### src/rtl/riscv_trace_monitor.sv
// ----------------------------------------------------------------------------
// riscv_trace_monitor
//   Watches the core debug port (debug_pc/debug_instr) every clock, records
//   each new PC/instruction pair into a circular trace buffer and decides the
//   end of a test in hardware: the halt instruction ends the run as PASS, and a
//   RUN-cycle timeout ends it as FAIL. The trace is drained through a
//   valid/ready read port in any state.
//
//   Optional feature macro: TRACE_TIMESTAMP_EN
//     defined     -> every entry also stores the RUN cycle count at capture;
//                    rd_cycle shows the head stamp (0 when empty).
//     not defined -> no stamp storage and no rd_cycle port.
//
// Ports
//   clk, rst_n           clock (rising edge), asynchronous active-low reset
//   start                1-cycle pulse: begins/restarts a run (ignored in RUN)
//   debug_pc/debug_instr core retire stream, sampled every clock
//   rd_valid/rd_ready    trace head handshake; pop on rd_valid && rd_ready
//   rd_pc/rd_instr       head entry contents
//   rd_cycle             head entry cycle stamp (TRACE_TIMESTAMP_EN only)
//   count                buffer occupancy 0..DEPTH
//   overflow             sticky: a capture was dropped because buffer full
//   done/pass            run finished / run finished by halt instruction
//   cycles               RUN cycles elapsed, saturating
// ----------------------------------------------------------------------------
module riscv_trace_monitor #(
  parameter int unsigned DEPTH          = 16,
  parameter logic [31:0] HALT_INSTR     = 32'h0000_0013,
  parameter int unsigned TIMEOUT_CYCLES = 100
) (
  input  logic                       clk,
  input  logic                       rst_n,
  input  logic                       start,
  input  logic [31:0]                debug_pc,
  input  logic [31:0]                debug_instr,
  output logic                       rd_valid,
  input  logic                       rd_ready,
  output logic [31:0]                rd_pc,
  output logic [31:0]                rd_instr,
`ifdef TRACE_TIMESTAMP_EN
  output logic [31:0]                rd_cycle,
`endif
  output logic [$clog2(DEPTH):0]     count,
  output logic                       overflow,
  output logic                       done,
  output logic                       pass,
  output logic [31:0]                cycles
);

  localparam int unsigned AW = $clog2(DEPTH);
  localparam int unsigned CW = AW + 1;
  localparam logic [CW-1:0] FULL_CNT = CW'(DEPTH);
  // Last RUN cycle value before the timeout fires; only used when enabled.
  localparam logic [31:0] TO_LAST  = 32'(TIMEOUT_CYCLES) - 32'd1;
  localparam bit          TO_EN    = (TIMEOUT_CYCLES != 0);

  typedef enum logic [1:0] {
    S_IDLE = 2'd0,
    S_RUN  = 2'd1,
    S_PASS = 2'd2,
    S_FAIL = 2'd3
  } state_t;

  state_t            r_state;
  state_t            w_state_nxt;
  logic [AW-1:0]     r_wptr;
  logic [AW-1:0]     r_rptr;
  logic [CW-1:0]     r_count;
  logic              r_overflow;
  logic [31:0]       r_cycles;
  logic [31:0]       r_last_pc;
  logic              r_last_vld;

  logic [31:0]       r_mem_pc    [DEPTH];
  logic [31:0]       r_mem_instr [DEPTH];
`ifdef TRACE_TIMESTAMP_EN
  logic [31:0]       r_mem_cycle [DEPTH];
`endif

  logic w_run;
  logic w_halt;
  logic w_timeout;
  logic w_cap_evt;
  logic w_pop;
  logic w_full;
  logic w_wr;
  logic w_drop;
  logic w_restart;

  assign w_run     = (r_state == S_RUN);
  assign w_halt    = w_run && (debug_instr == HALT_INSTR);
  assign w_timeout = w_run && TO_EN && (r_cycles == TO_LAST);
  // A new entry is due when nothing has been captured yet this run or the PC moved.
  assign w_cap_evt = w_run && (!r_last_vld || (debug_pc != r_last_pc));
  assign w_pop     = rd_valid && rd_ready;
  assign w_full    = (r_count == FULL_CNT);
  // A simultaneous pop frees the slot, so a full buffer can still accept.
  assign w_wr      = w_cap_evt && (!w_full || w_pop);
  assign w_drop    = w_cap_evt && w_full && !w_pop;
  assign w_restart = start && (r_state != S_RUN);

  // Next-state logic for the run controller; halt takes priority over timeout.
  always_comb begin
    w_state_nxt = r_state;
    case (r_state)
      S_IDLE: begin
        if (start) w_state_nxt = S_RUN;
        else       w_state_nxt = S_IDLE;
      end
      S_RUN: begin
        if (w_halt)         w_state_nxt = S_PASS;
        else if (w_timeout) w_state_nxt = S_FAIL;
        else                w_state_nxt = S_RUN;
      end
      S_PASS, S_FAIL: begin
        if (start) w_state_nxt = S_RUN;
        else       w_state_nxt = r_state;
      end
      default: w_state_nxt = S_IDLE;
    endcase
  end

  // Run controller state register.
  always_ff @(posedge clk or negedge rst_n) begin
    if (!rst_n) r_state <= S_IDLE;
    else        r_state <= w_state_nxt;
  end

  // Buffer pointers, occupancy, sticky overflow, cycle counter and last-PC tracker.
  always_ff @(posedge clk or negedge rst_n) begin
    if (!rst_n) begin
      r_wptr     <= '0;
      r_rptr     <= '0;
      r_count    <= '0;
      r_overflow <= 1'b0;
      r_cycles   <= 32'd0;
      r_last_pc  <= 32'd0;
      r_last_vld <= 1'b0;
    end else if (w_restart) begin
      r_wptr     <= '0;
      r_rptr     <= '0;
      r_count    <= '0;
      r_overflow <= 1'b0;
      r_cycles   <= 32'd0;
      r_last_vld <= 1'b0;
    end else begin
      if (w_wr)  r_wptr <= r_wptr + AW'(1);
      if (w_pop) r_rptr <= r_rptr + AW'(1);
      case ({w_wr, w_pop})
        2'b10:   r_count <= r_count + CW'(1);
        2'b01:   r_count <= r_count - CW'(1);
        default: r_count <= r_count;
      endcase
      if (w_drop) r_overflow <= 1'b1;
      if (w_run && (r_cycles != 32'hFFFF_FFFF)) r_cycles <= r_cycles + 32'd1;
      if (w_cap_evt) begin
        r_last_pc  <= debug_pc;
        r_last_vld <= 1'b1;
      end
    end
  end

  // Trace storage write port; contents are only observed through valid entries.
  always_ff @(posedge clk) begin
    if (w_wr && !w_restart) begin
      r_mem_pc[r_wptr]    <= debug_pc;
      r_mem_instr[r_wptr] <= debug_instr;
`ifdef TRACE_TIMESTAMP_EN
      r_mem_cycle[r_wptr] <= r_cycles;
`endif
    end
  end

  assign rd_valid = (r_count != '0);
  assign rd_pc    = rd_valid ? r_mem_pc[r_rptr]    : 32'd0;
  assign rd_instr = rd_valid ? r_mem_instr[r_rptr] : 32'd0;
`ifdef TRACE_TIMESTAMP_EN
  assign rd_cycle = rd_valid ? r_mem_cycle[r_rptr] : 32'd0;
`endif
  assign count    = r_count;
  assign overflow = r_overflow;
  assign done     = (r_state == S_PASS) || (r_state == S_FAIL);
  assign pass     = (r_state == S_PASS);
  assign cycles   = r_cycles;

endmodule

### config.mk
export PLATFORM = sky130hd
export DESIGN_NAME = riscv_trace_monitor
export DESIGN_NICKNAME = d
export VERILOG_FILES = /design/src/rtl/riscv_trace_monitor.sv
export SDC_FILE = /design/constraint.sdc
export NUM_CORES = 1
export LEC_CHECK = 0
export BUFFER_PORTS_ARGS = -buffer_cell sky130_fd_sc_hd__buf_4
export CORE_MARGIN = 3
export CORE_UTILIZATION = 25
export CTS_CLUSTER_SIZE = 10
export DETAILED_ROUTE_END_ITERATION = 8
export PLACE_DENSITY = 0.43
export RECOVER_POWER = 100
export SYNTH_ARGS = -nofsm -noshare
export SYNTH_HDL_FRONTEND = slang
export SYNTH_SLANG_ARGS = --single-unit
### constraint.sdc
create_clock -name clk -period 11 [get_ports clk]
set_input_delay 2.2 -clock clk [delete_from_list [all_inputs] [get_ports clk]]
set_output_delay 2.2 -clock clk [all_outputs]
set_load 0.01 [all_outputs]
## Word level (Yosys, flattened, before mapping)

Memories as Yosys holds them, arrays and structs flattened.
Cells that the tools add are included.

- Register bits after elaboration: 81
- Output and inout port bits: 105
- RAM bits: 1024
- Logic and storage cells: 76
- Memories kept: 2

Memories:

| memory | depth | bits a word | read ports | clocked after Yosys merged registers in | write ports | line | text |
|---|---|---|---|---|---|---|---|
| r_mem_instr | 16 | 32 | 1 | 0 | 1 | 75 | `logic [31:0] r_mem_instr [DEPTH];` |
| r_mem_pc | 16 | 32 | 1 | 0 | 1 | 74 | `logic [31:0] r_mem_pc [DEPTH];` |

- Equality and inequality tests: 12
- Bitwise logic cells: 1
- Reductions and logical operators: 27
- Multiplexer cells: 21
- Add/sub/neg operators: 5

Operators by type and width:

| operator | number |
|---|---|
| two-way mux 32 bit | 4 |
| adder 32 x 1 -> 32 bit (second input constant) | 1 |
| == test 32 x 5 -> 1 bit (second input constant) | 1 |
| == test 32 x 7 -> 1 bit (second input constant) | 1 |
| inequality test 32 bit | 1 |
| inequality test 32 bit (second input constant) | 1 |
| two-way mux 4 bit | 4 |
| logical AND 1 bit | 10 |
| one-hot mux 5 bit (2 select lines) | 1 |
| nonzero test 2 bit | 5 |
| adder 4 x 1 -> 4 bit (second input constant) | 2 |
| two-way mux 1 bit | 7 |
| == test 2 bit (second input constant) | 3 |
| two-way mux 2 bit | 3 |
| one-hot mux 2 bit (3 select lines) | 1 |
| adder 5 x 1 -> 5 bit (second input constant) | 1 |
| == test 5 bit (second input constant) | 1 |
| two-way mux 5 bit | 1 |
| nonzero test 5 bit | 1 |
| subtractor 5 x 1 -> 5 bit (second input constant) | 1 |
| == test 2 x 1 -> 1 bit (second input constant) | 2 |
| logical NOT 1 bit | 4 |
| logical OR 1 bit | 3 |
| nonzero test 3 bit | 1 |
| 6 further kinds | 6 |

## Depth between registers and ports, before layout

Gate-level depths: netlist of the first run.

- Word-level depth: 7
- Mapped depth: 14

## Least setup slack after synthesis of the first run

Ideal clock, no wire load.

- Path kind: input to register
- Start point: in debug_pc[13]
- End point: mem r_mem_instr[3][0] (enable)
- Path slack: 1.245 ns
- Required time: 10.356 ns
- Stages on the path: 7
- Arrival time: 9.111 ns
- Path buffers: 1
- Cells stage by stage: nor2b_1 a2111o_1 a2111oi_2 nand4_1 nand3_1 clkbuf_1 nor4_1

- Word-level cells in the longest chain between the ends: 7

Ends and longest elaborated chain:

| element | line | text |
|---|---|---|
| start, declared | 34 | `input logic [31:0] debug_pc,` |
| inequality test 32 bit | 94 | `assign w_cap_evt = w_run && (!r_last_vld \|\| (debug_pc != r_last_pc));` |
| logical OR 1 bit | 94 |  |
| logical AND 1 bit | 94 |  |
| logical AND 1 bit | 98 | `assign w_wr = w_cap_evt && (!w_full \|\| w_pop);` |
| logical AND 1 bit | 165 | `if (w_wr && !w_restart) begin` |
| two-way mux 1 bit | 165 |  |
| two-way mux 1 bit (not written as such) | 167 | `r_mem_instr[r_wptr] <= debug_instr;` |
| end, declared | 75 |  |

No other way between the ends.

## Worst setup path in the final report of the first run

- Start point: in debug_pc[18]
- End point: mem r_mem_pc[10][26] (enable)

- Word-level cells in the longest chain between the ends: 7

Ends and longest elaborated chain:

| element | line | text |
|---|---|---|
| inequality test 32 bit | 94 |  |
| logical OR 1 bit | 94 |  |
| logical AND 1 bit | 94 |  |
| logical AND 1 bit | 98 |  |
| logical AND 1 bit | 165 |  |
| two-way mux 1 bit | 165 |  |
| two-way mux 1 bit (not written as such) | 166 | `r_mem_pc[r_wptr] <= debug_pc;` |
| end, declared | 74 |  |

No other way between the ends.

==> results of run 1 <==
through the flow:
step	hold slack, ps	cell area (um2)	std cells	worst slack, ps
6_report	490	50400	4584	2570
5_1_grt	525	50400	4582	2030
4_1_cts	494	51300	4582	3860
3_5_place_dp	481	47400	4368	4720
3_3_place_gp	487	47400	4368	4660
2_1_floorplan	467	43200	1951	1240
state kept, by name, summed over array words and instances, names as in the netlist:
register     flops
cycles          32
r_rptr           4
r_mem_pc       512
r_mem_instr    512
r_wptr           4
r_state          2
count            5
r_last_pc       32
r_last_vld       1
overflow         1
path summary, 6_finish.rpt:
check,from,end,slack [ps],cells after the start
max reg2reg,r_last_pc[18],r_mem_pc[10][26],4250,7
max,debug_pc[18],r_mem_pc[10][26],2570,8
min reg2reg,overflow,overflow,490,1
max in group asynchronous,rst_n,r_rptr[0],4350,2
min in group asynchronous,rst_n,cycles[15],1670,1
min,overflow,overflow,490,1
final cells by class:
class	instances	area, um2
multi-input cells	731	9920
repair buffers	218	923
diodes	2	5.00
inverters	19	71.3
well taps	2295	2870
fillers	16700	120000
clock buffers	196	3710
clock inverters	18	155
flip-flops and latches	1105	32800
worst max-delay path, stage by stage:
cell and delay, ps:
sky130_fd_sc_hd__clkbuf_1 500, sky130_fd_sc_hd__xnor2_1 380, sky130_fd_sc_hd__nand4_1 230, sky130_fd_sc_hd__nor3_1 70, sky130_fd_sc_hd__nand4_1 360, sky130_fd_sc_hd__and3_1 420
sky130_fd_sc_hd__and4_1 1970, sky130_fd_sc_hd__clkbuf_1 2520
cells in the mapped netlist (all sizes together), types with 18 or more instances:
cell type	count	area [um2]
edfxtp	1024	30700
mux4	320	7210
dfrtp	81	2030
nor2b	70	438
clkbuf	62	233
nand2	45	169
xnor2	35	307
buf	34	163
nor2	34	128
mux2	28	319
o21ai	26	130
nand4	25	156
inv	19	71.3
nand3	19	95.1
nor4	18	113
metal layers:
layer	track usage	routed length [um]	part of all wire
met2	0.227	59800	0.51
met1	0.169	50100	0.43
met5	0	22	0.00019
met3	0.0288	5050	0.043
met4	0.0354	2530	0.021
cell families (layout without fill, tap and decap cells):
logic type / count (synthesis) / after routing
DFF: 1105 / 1105
muxes: 349 / 349
xor gates and xnor gates: 50 / 50
adders and majority gates: 10 / 10
buffers and inverters: 115 / 451
AOI/OAI and AO/OA: 60 / 60
other: 0 / 2
and+or+nand+nor: 262 / 262
power by group through the flow:
stage | Sequential (mW) | Combinational, mW | Clock, mW
after floorplan | 5.71 | 2.72 | 0
after global placement | 5.84 | 4.47 | 0
after detailed placement | 5.89 | 4.50 | 0
after CTS | 5.81 | 4.51 | 4.10
after global routing | 5.92 | 4.34 | 4.26
final | 5.85 | 4.02 | 3.97
==> results.toml, run 1 <==
[outcome]
status = "complete, but fails checks"
violations_in_the_final_reports = "capacitance limit, slew limit"

[sta]
grt_setup_unrepaired = "no"
layout_worst_path_cycle_share = 0.767
final-max-slew-violation-count = 1045
max_freq_mhz = 119
setup_violations = 0
worst_pin_slew_ps = 4020
max-slew-margin-rel = -1.68
clock-skew-final_ps = 33.8
final_period_minus_worst_setup_slack_ps = 8430
fin_tns_setup_ps = 0
report.final.hold_viol_count = 0

[pwr]
worst_voltage_drop_across_the_vdd_grid_v = 0.000204
comb_power_share = 0.291
switchingPower_mw = 4.29
leakage_nw = 15.5
p_per_area_mw_per_mm2 = 274
p_int_mw = 9.54
power.sequential.fraction = 0.423
p_sw_frac = 0.310
share_clk_of_total_power = 0.287
design_power_total_mw = 13.8

[yosys]
synth_edf_count = 1024
synth_compound_gate_area_share = 0.00841
synthAdderAreaFrac = 0.00307
postSynthCellCount = 1951
synth-async-reset-ratio = 0.0733
syn_area_mm2 = 0.0432
synthSimpleGateAreaFrac = 0.0335
synth_top_family_by_area = "multiplexers"
synth_nets = 2029
synth.yosys.warnings = 0
synth_cell_type_count = 49
post_synth_mux_area_share = 0.175
syn_avg_cell_area_um2 = 22.1
synthFlopType = "sky130_fd_sc_hd__edfxtp_1"
xor_and_xnor_fraction_of_the_mapped_netlist_area = 0.0101
synth.ff_latch_count = 1105
seq_area_frac_synth = 0.759

[grt]
grt.overflow.total = 0
antenna_violations_before_repair = 9
grt_first_pass_wirelength_mm = 169
grt_pass1_vias = 22700
globalRouteTotalUtil = 0.132
maximum_number_of_pins_on_one_net_before_global_route_repair = 137

[route]
post-route-drc-count = 0
tritonroute_pass_1_iters = 4
num_vias = 20600
antenna_violating_nets_post_route = 0
post_drt_wl_per_cell_um = 25.7
drt_iter0_drc = 1625
route.detailed.vias_per_inst = 4.49
wl_mm = 118

[setup_path]
arrival_ps = 8720
critical_path.max_fanout = 33
required_ps = 11280
start_kind = "primary input"
crit_type = "in -> reg"
critPathCaptureType = "flop"

[floorplanning]
fp.dieArea_mm2 = 0.178
site_rows = 151
dieWidth_um = 421
placeableCoreArea_mm2 = 0.170
io_pins = 173
die-height_um = 421
starting_density_of_the_core = 0.253

[clock_network]
clock-root-buffer = "sky130_fd_sc_hd__clkbuf_16"
cts_hold_buffers = 0
cts_repair_resize_count = 0
cts_made_buffers = 133
max-clock-path-buffers = 3
cts_tree = "yes"
cts_post_setup_buffers_inserted = 0
ctsHtreeMaxLevel = 4
clk_transition_reported_paths_ps = 50
cts.sinks = 1105
clk-insertion-delay-late_ps = 770

[placed_design]
routabilityCongestion = 0.731
detailedPlacementHpwl_mm = 61.5
numPortBuffers = 172

[flow_run]
cap_violations = 34

[finish]
final_core_util = 0.296
final_common_cell = "sky130_fd_sc_hd__edfxtp_1"
post_route_cells_drive_above_1_share = 0.231
synthToLayoutAreaGrowth_pct = 16.9
final_net_count = 2286
layout_common_cells = "sky130_fd_sc_hd__edfxtp_1, sky130_fd_sc_hd__mux4_2, sky130_fd_sc_hd__clkbuf_1"

[worst_hold_path]
timing.hold.worst.class = "reg -> reg"
No activity file was read; power rests on OpenSTA's default activity.
==> run 2: changes to the inputs <==
--- a/config.mk
+++ b/config.mk
@@ -5,6 +5,7 @@
 export SDC_FILE = /design/constraint.sdc
 export NUM_CORES = 1
 export LEC_CHECK = 0
+export ABC_AREA = 1
 export BUFFER_PORTS_ARGS = -buffer_cell sky130_fd_sc_hd__buf_4
 export CORE_MARGIN = 3
 export CORE_UTILIZATION = 25
==> constraint.sdc (replaced) <==
create_clock -name clk -period 8.3 [get_ports clk]
set_input_delay 1.66 -clock clk [delete_from_list [all_inputs] [get_ports clk]]
set_output_delay 1.66 -clock clk [all_outputs]
set_load 0.01 [all_outputs]
==> results.toml, run 2 <==
[outcome]
status = "complete, but fails checks"
violations_in_the_final_reports = "capacitance limit, slew limit"

[sta]
report.final.hold_viol_count = 0
worst_pin_slew_ps = 3600
max_freq_mhz = 148
final-max-slew-violation-count = 1045
max-slew-margin-rel = -1.40
clock-skew-final_ps = 23.4
setup_violations = 0
grt_setup_unrepaired = "no"
final_period_minus_worst_setup_slack_ps = 6780
layout_worst_path_cycle_share = 0.816
fin_tns_setup_ps = 0

[yosys]
synthSimpleGateAreaFrac = 0.0872
synth_edf_count = 1024
postSynthCellCount = 3394
synth.yosys.warnings = 0
synth.top_cells.by_count = "sky130_fd_sc_hd__edfxtp_1, sky130_fd_sc_hd__nor2_1, sky130_fd_sc_hd__o21ai_0"
synthMostInstantiatedCell = "sky130_fd_sc_hd__edfxtp_1"
syn_area_mm2 = 0.0443
synth_compound_gate_area_share = 0.136
syn_avg_cell_area_um2 = 13.1
synth_top_family_by_area = "compound AO/OA/AOI/OAI gates"
xor_and_xnor_fraction_of_the_mapped_netlist_area = 0.00336
netlist.area_leader.share = 0.694
seq_area_frac_synth = 0.739
synthAdderAreaFrac = 0.00299
synth_nets = 3472
synth_cell_type_count = 44
synth_top_area_cell = "sky130_fd_sc_hd__edfxtp_1"
synthFlopType = "sky130_fd_sc_hd__edfxtp_1"
post_synth_mux_area_share = 0
synth.ff_latch_count = 1105
synth-async-reset-ratio = 0.0733
post_synth_main_area_contributors = "sky130_fd_sc_hd__edfxtp_1, sky130_fd_sc_hd__o21ai_0, sky130_fd_sc_hd__nor2_1"

[setup_path]
critical_path_depth = 14
regToRegStartpoint = "r_last_pc[3]"
delay_of_the_slowest_cell_on_the_worst_path_ps = 2510
start_kind = "primary input"
crit_type = "in -> reg"
critical_path.endpoint = "r_mem_instr[7][1]"
reg2reg_to = "r_mem_instr[7][1]"
kind_of_cell_adding_the_most_delay_to_the_critical_path = "simple AND/OR/NAND/NOR gates"
timing.reg2reg.worst_path_depth = 12
critPathCaptureType = "flop"
r2r_setup_slack_ps = 2800
path_cells = "clkbuf_1 > inv_1 > o21ai_0 > inv_1 > nand3_1 > nor2_1 > nand3_1 > nand2_2 > inv_1 > nand2_1 > inv_1 > nand2_1 > nor2_1 > buf_12"
crit_start = "debug_pc[5]"
required_ps = 8710
timing.critical_path.mode_cell = "sky130_fd_sc_hd__inv_1"
timing.critical_path.slowest_stage_cell = "sky130_fd_sc_hd__nor2_1"
critical_path.max_fanout = 36
crit_buf_inv = 6
arrival_ps = 7190

[finish]
fillCellCount = 17900
reg.largest.list = "r_mem_instr (512), r_mem_pc (512)"
layout_common_cells = "sky130_fd_sc_hd__edfxtp_1, sky130_fd_sc_hd__o21ai_0, sky130_fd_sc_hd__nor2_1"
final_common_cell = "sky130_fd_sc_hd__edfxtp_1"
synthToLayoutAreaGrowth_pct = 15.9
finish.cell_count_without_fillers = 5932
post_route_cells_drive_above_1_share = 0.0702
final_net_count = 3605

[clock_network]
cts.sinks = 1105
cts_post_setup_buffers_inserted = 0
cts_tree = "yes"
clock-root-buffer = "sky130_fd_sc_hd__clkbuf_16"
cts_hold_buffers = 0
clk_transition_reported_paths_ps = 50
max-clock-path-buffers = 3
cts_made_buffers = 135
clk-insertion-delay-late_ps = 760
cts_repair_resize_count = 0
ctsHtreeMaxLevel = 4

[floorplanning]
dieWidth_um = 427
starting_density_of_the_core = 0.253
site_rows = 153
io_pins = 173
die-height_um = 427
fp.dieArea_mm2 = 0.182
placeableCoreArea_mm2 = 0.175

[pwr]
p_per_area_mw_per_mm2 = 375
worst_voltage_drop_across_the_vdd_grid_v = 0.000299
leakage_nw = 16.2

[route]
num_vias = 28500
drt_iter0_drc = 2158
post-route-drc-count = 0
post_drt_wl_per_cell_um = 22.7
route.detailed.vias_per_inst = 4.80
wl_mm = 135
tritonroute_pass_1_iters = 5
antenna_violating_nets_post_route = 0

[placed_design]
routabilityCongestion = 0.741
place.detailed.instances = 5715
detailedPlacementHpwl_mm = 71.9
numPortBuffers = 172

[grt]
grt_first_pass_wirelength_mm = 199
grt.overflow.total = 0
antenna_violations_before_repair = 9
maximum_number_of_pins_on_one_net_before_global_route_repair = 190
grt_pass1_vias = 28600
globalRouteTotalUtil = 0.146

[flow_run]
cap_violations = 27

[worst_hold_path]
timing.hold.worst.class = "reg -> reg"
## run 2: worst min-delay path by stage
stage / end / slack (ps) / cells past startpoint / from
6_report: overflow / 500 / 1 / overflow
3_5_place_dp: r_last_pc[22] / 490 / 2 / r_last_pc[22]
4_1_cts: r_last_pc[2] / 500 / 2 / r_last_pc[2]
5_1_grt: r_last_pc[9] / 530 / 2 / r_last_pc[9]
3_3_place_gp: r_last_pc[24] / 480 / 2 / r_last_pc[24]
2_1_floorplan: r_last_pc[14] / 470 / 2 / r_last_pc[14]
## run 2: power breakdown
part / total [mW] / internal [mW] / leakage [nW] / switching (mW)
clock network: 5.48 / 3.23 / 1.94 / 2.24
registers: 7.67 / 7.26 / 10.3 / 0.408
logic: 6.11 / 1.53 / 4.00 / 4.57
## run 2: area by class of cell
cell class	count	area [um2]	share of cell area
timing repair buffer	228	1060	0.0207
clock inverter	20	258	0.00501
clock buffer	194	3740	0.0729
inverter	103	407	0.00791
multi-input combinational	1954	10200	0.199
tap	2325	2910	0.0566
antenna	3	7.51	0.000146
sequential	1105	32800	0.638
## run 2: logic make-up (layout without fill, tap and decap cells)
group	after synthesis	in the layout
DFF	1105	1105
AOI/OAI and AO/OA	1006	1006
buffers and inverters	335	545
other	0	3
adders and majority gates	10	10
and+or+nand+nor	921	921
xor gates and xnor gates	17	17
## run 2: per-layer routing
layer	wire length (um)	track usage
met2	64300	0.240
met1	61300	0.196
met5	31	0
met4	3170	0.0403
met3	5840	0.0282
## run 2: stage by stage
| step | total power, mW | hold slack [ps] | util | instance area, um2 | setup WS [ps] |
|---|---|---|---|---|---|
| floorplan | 11.3 | 468 | - | 44300 | 2500 |
| global placement | 14.3 | 482 | 0.275 | 48200 | 2540 |
| detailed placement | 14.3 | 489 | 0.275 | 48200 | 2390 |
| CTS | 19.9 | 504 | 0.298 | 52200 | 2050 |
| global route | 20.4 | 527 | 0.294 | 51400 | 970 |
| finish | 19.3 | 503 | 0.294 | 51400 | 1520 |
## run 2: worst register-to-register path, delay by kind of cell, from the launching register on
family | cells | cell delay [ps]
AND/OR/NAND/NOR | 8 | 3410
buffers and inverters | 3 | 1170
flip-flops | 1 | 380
AO/OA/AOI/OAI | 1 | 170
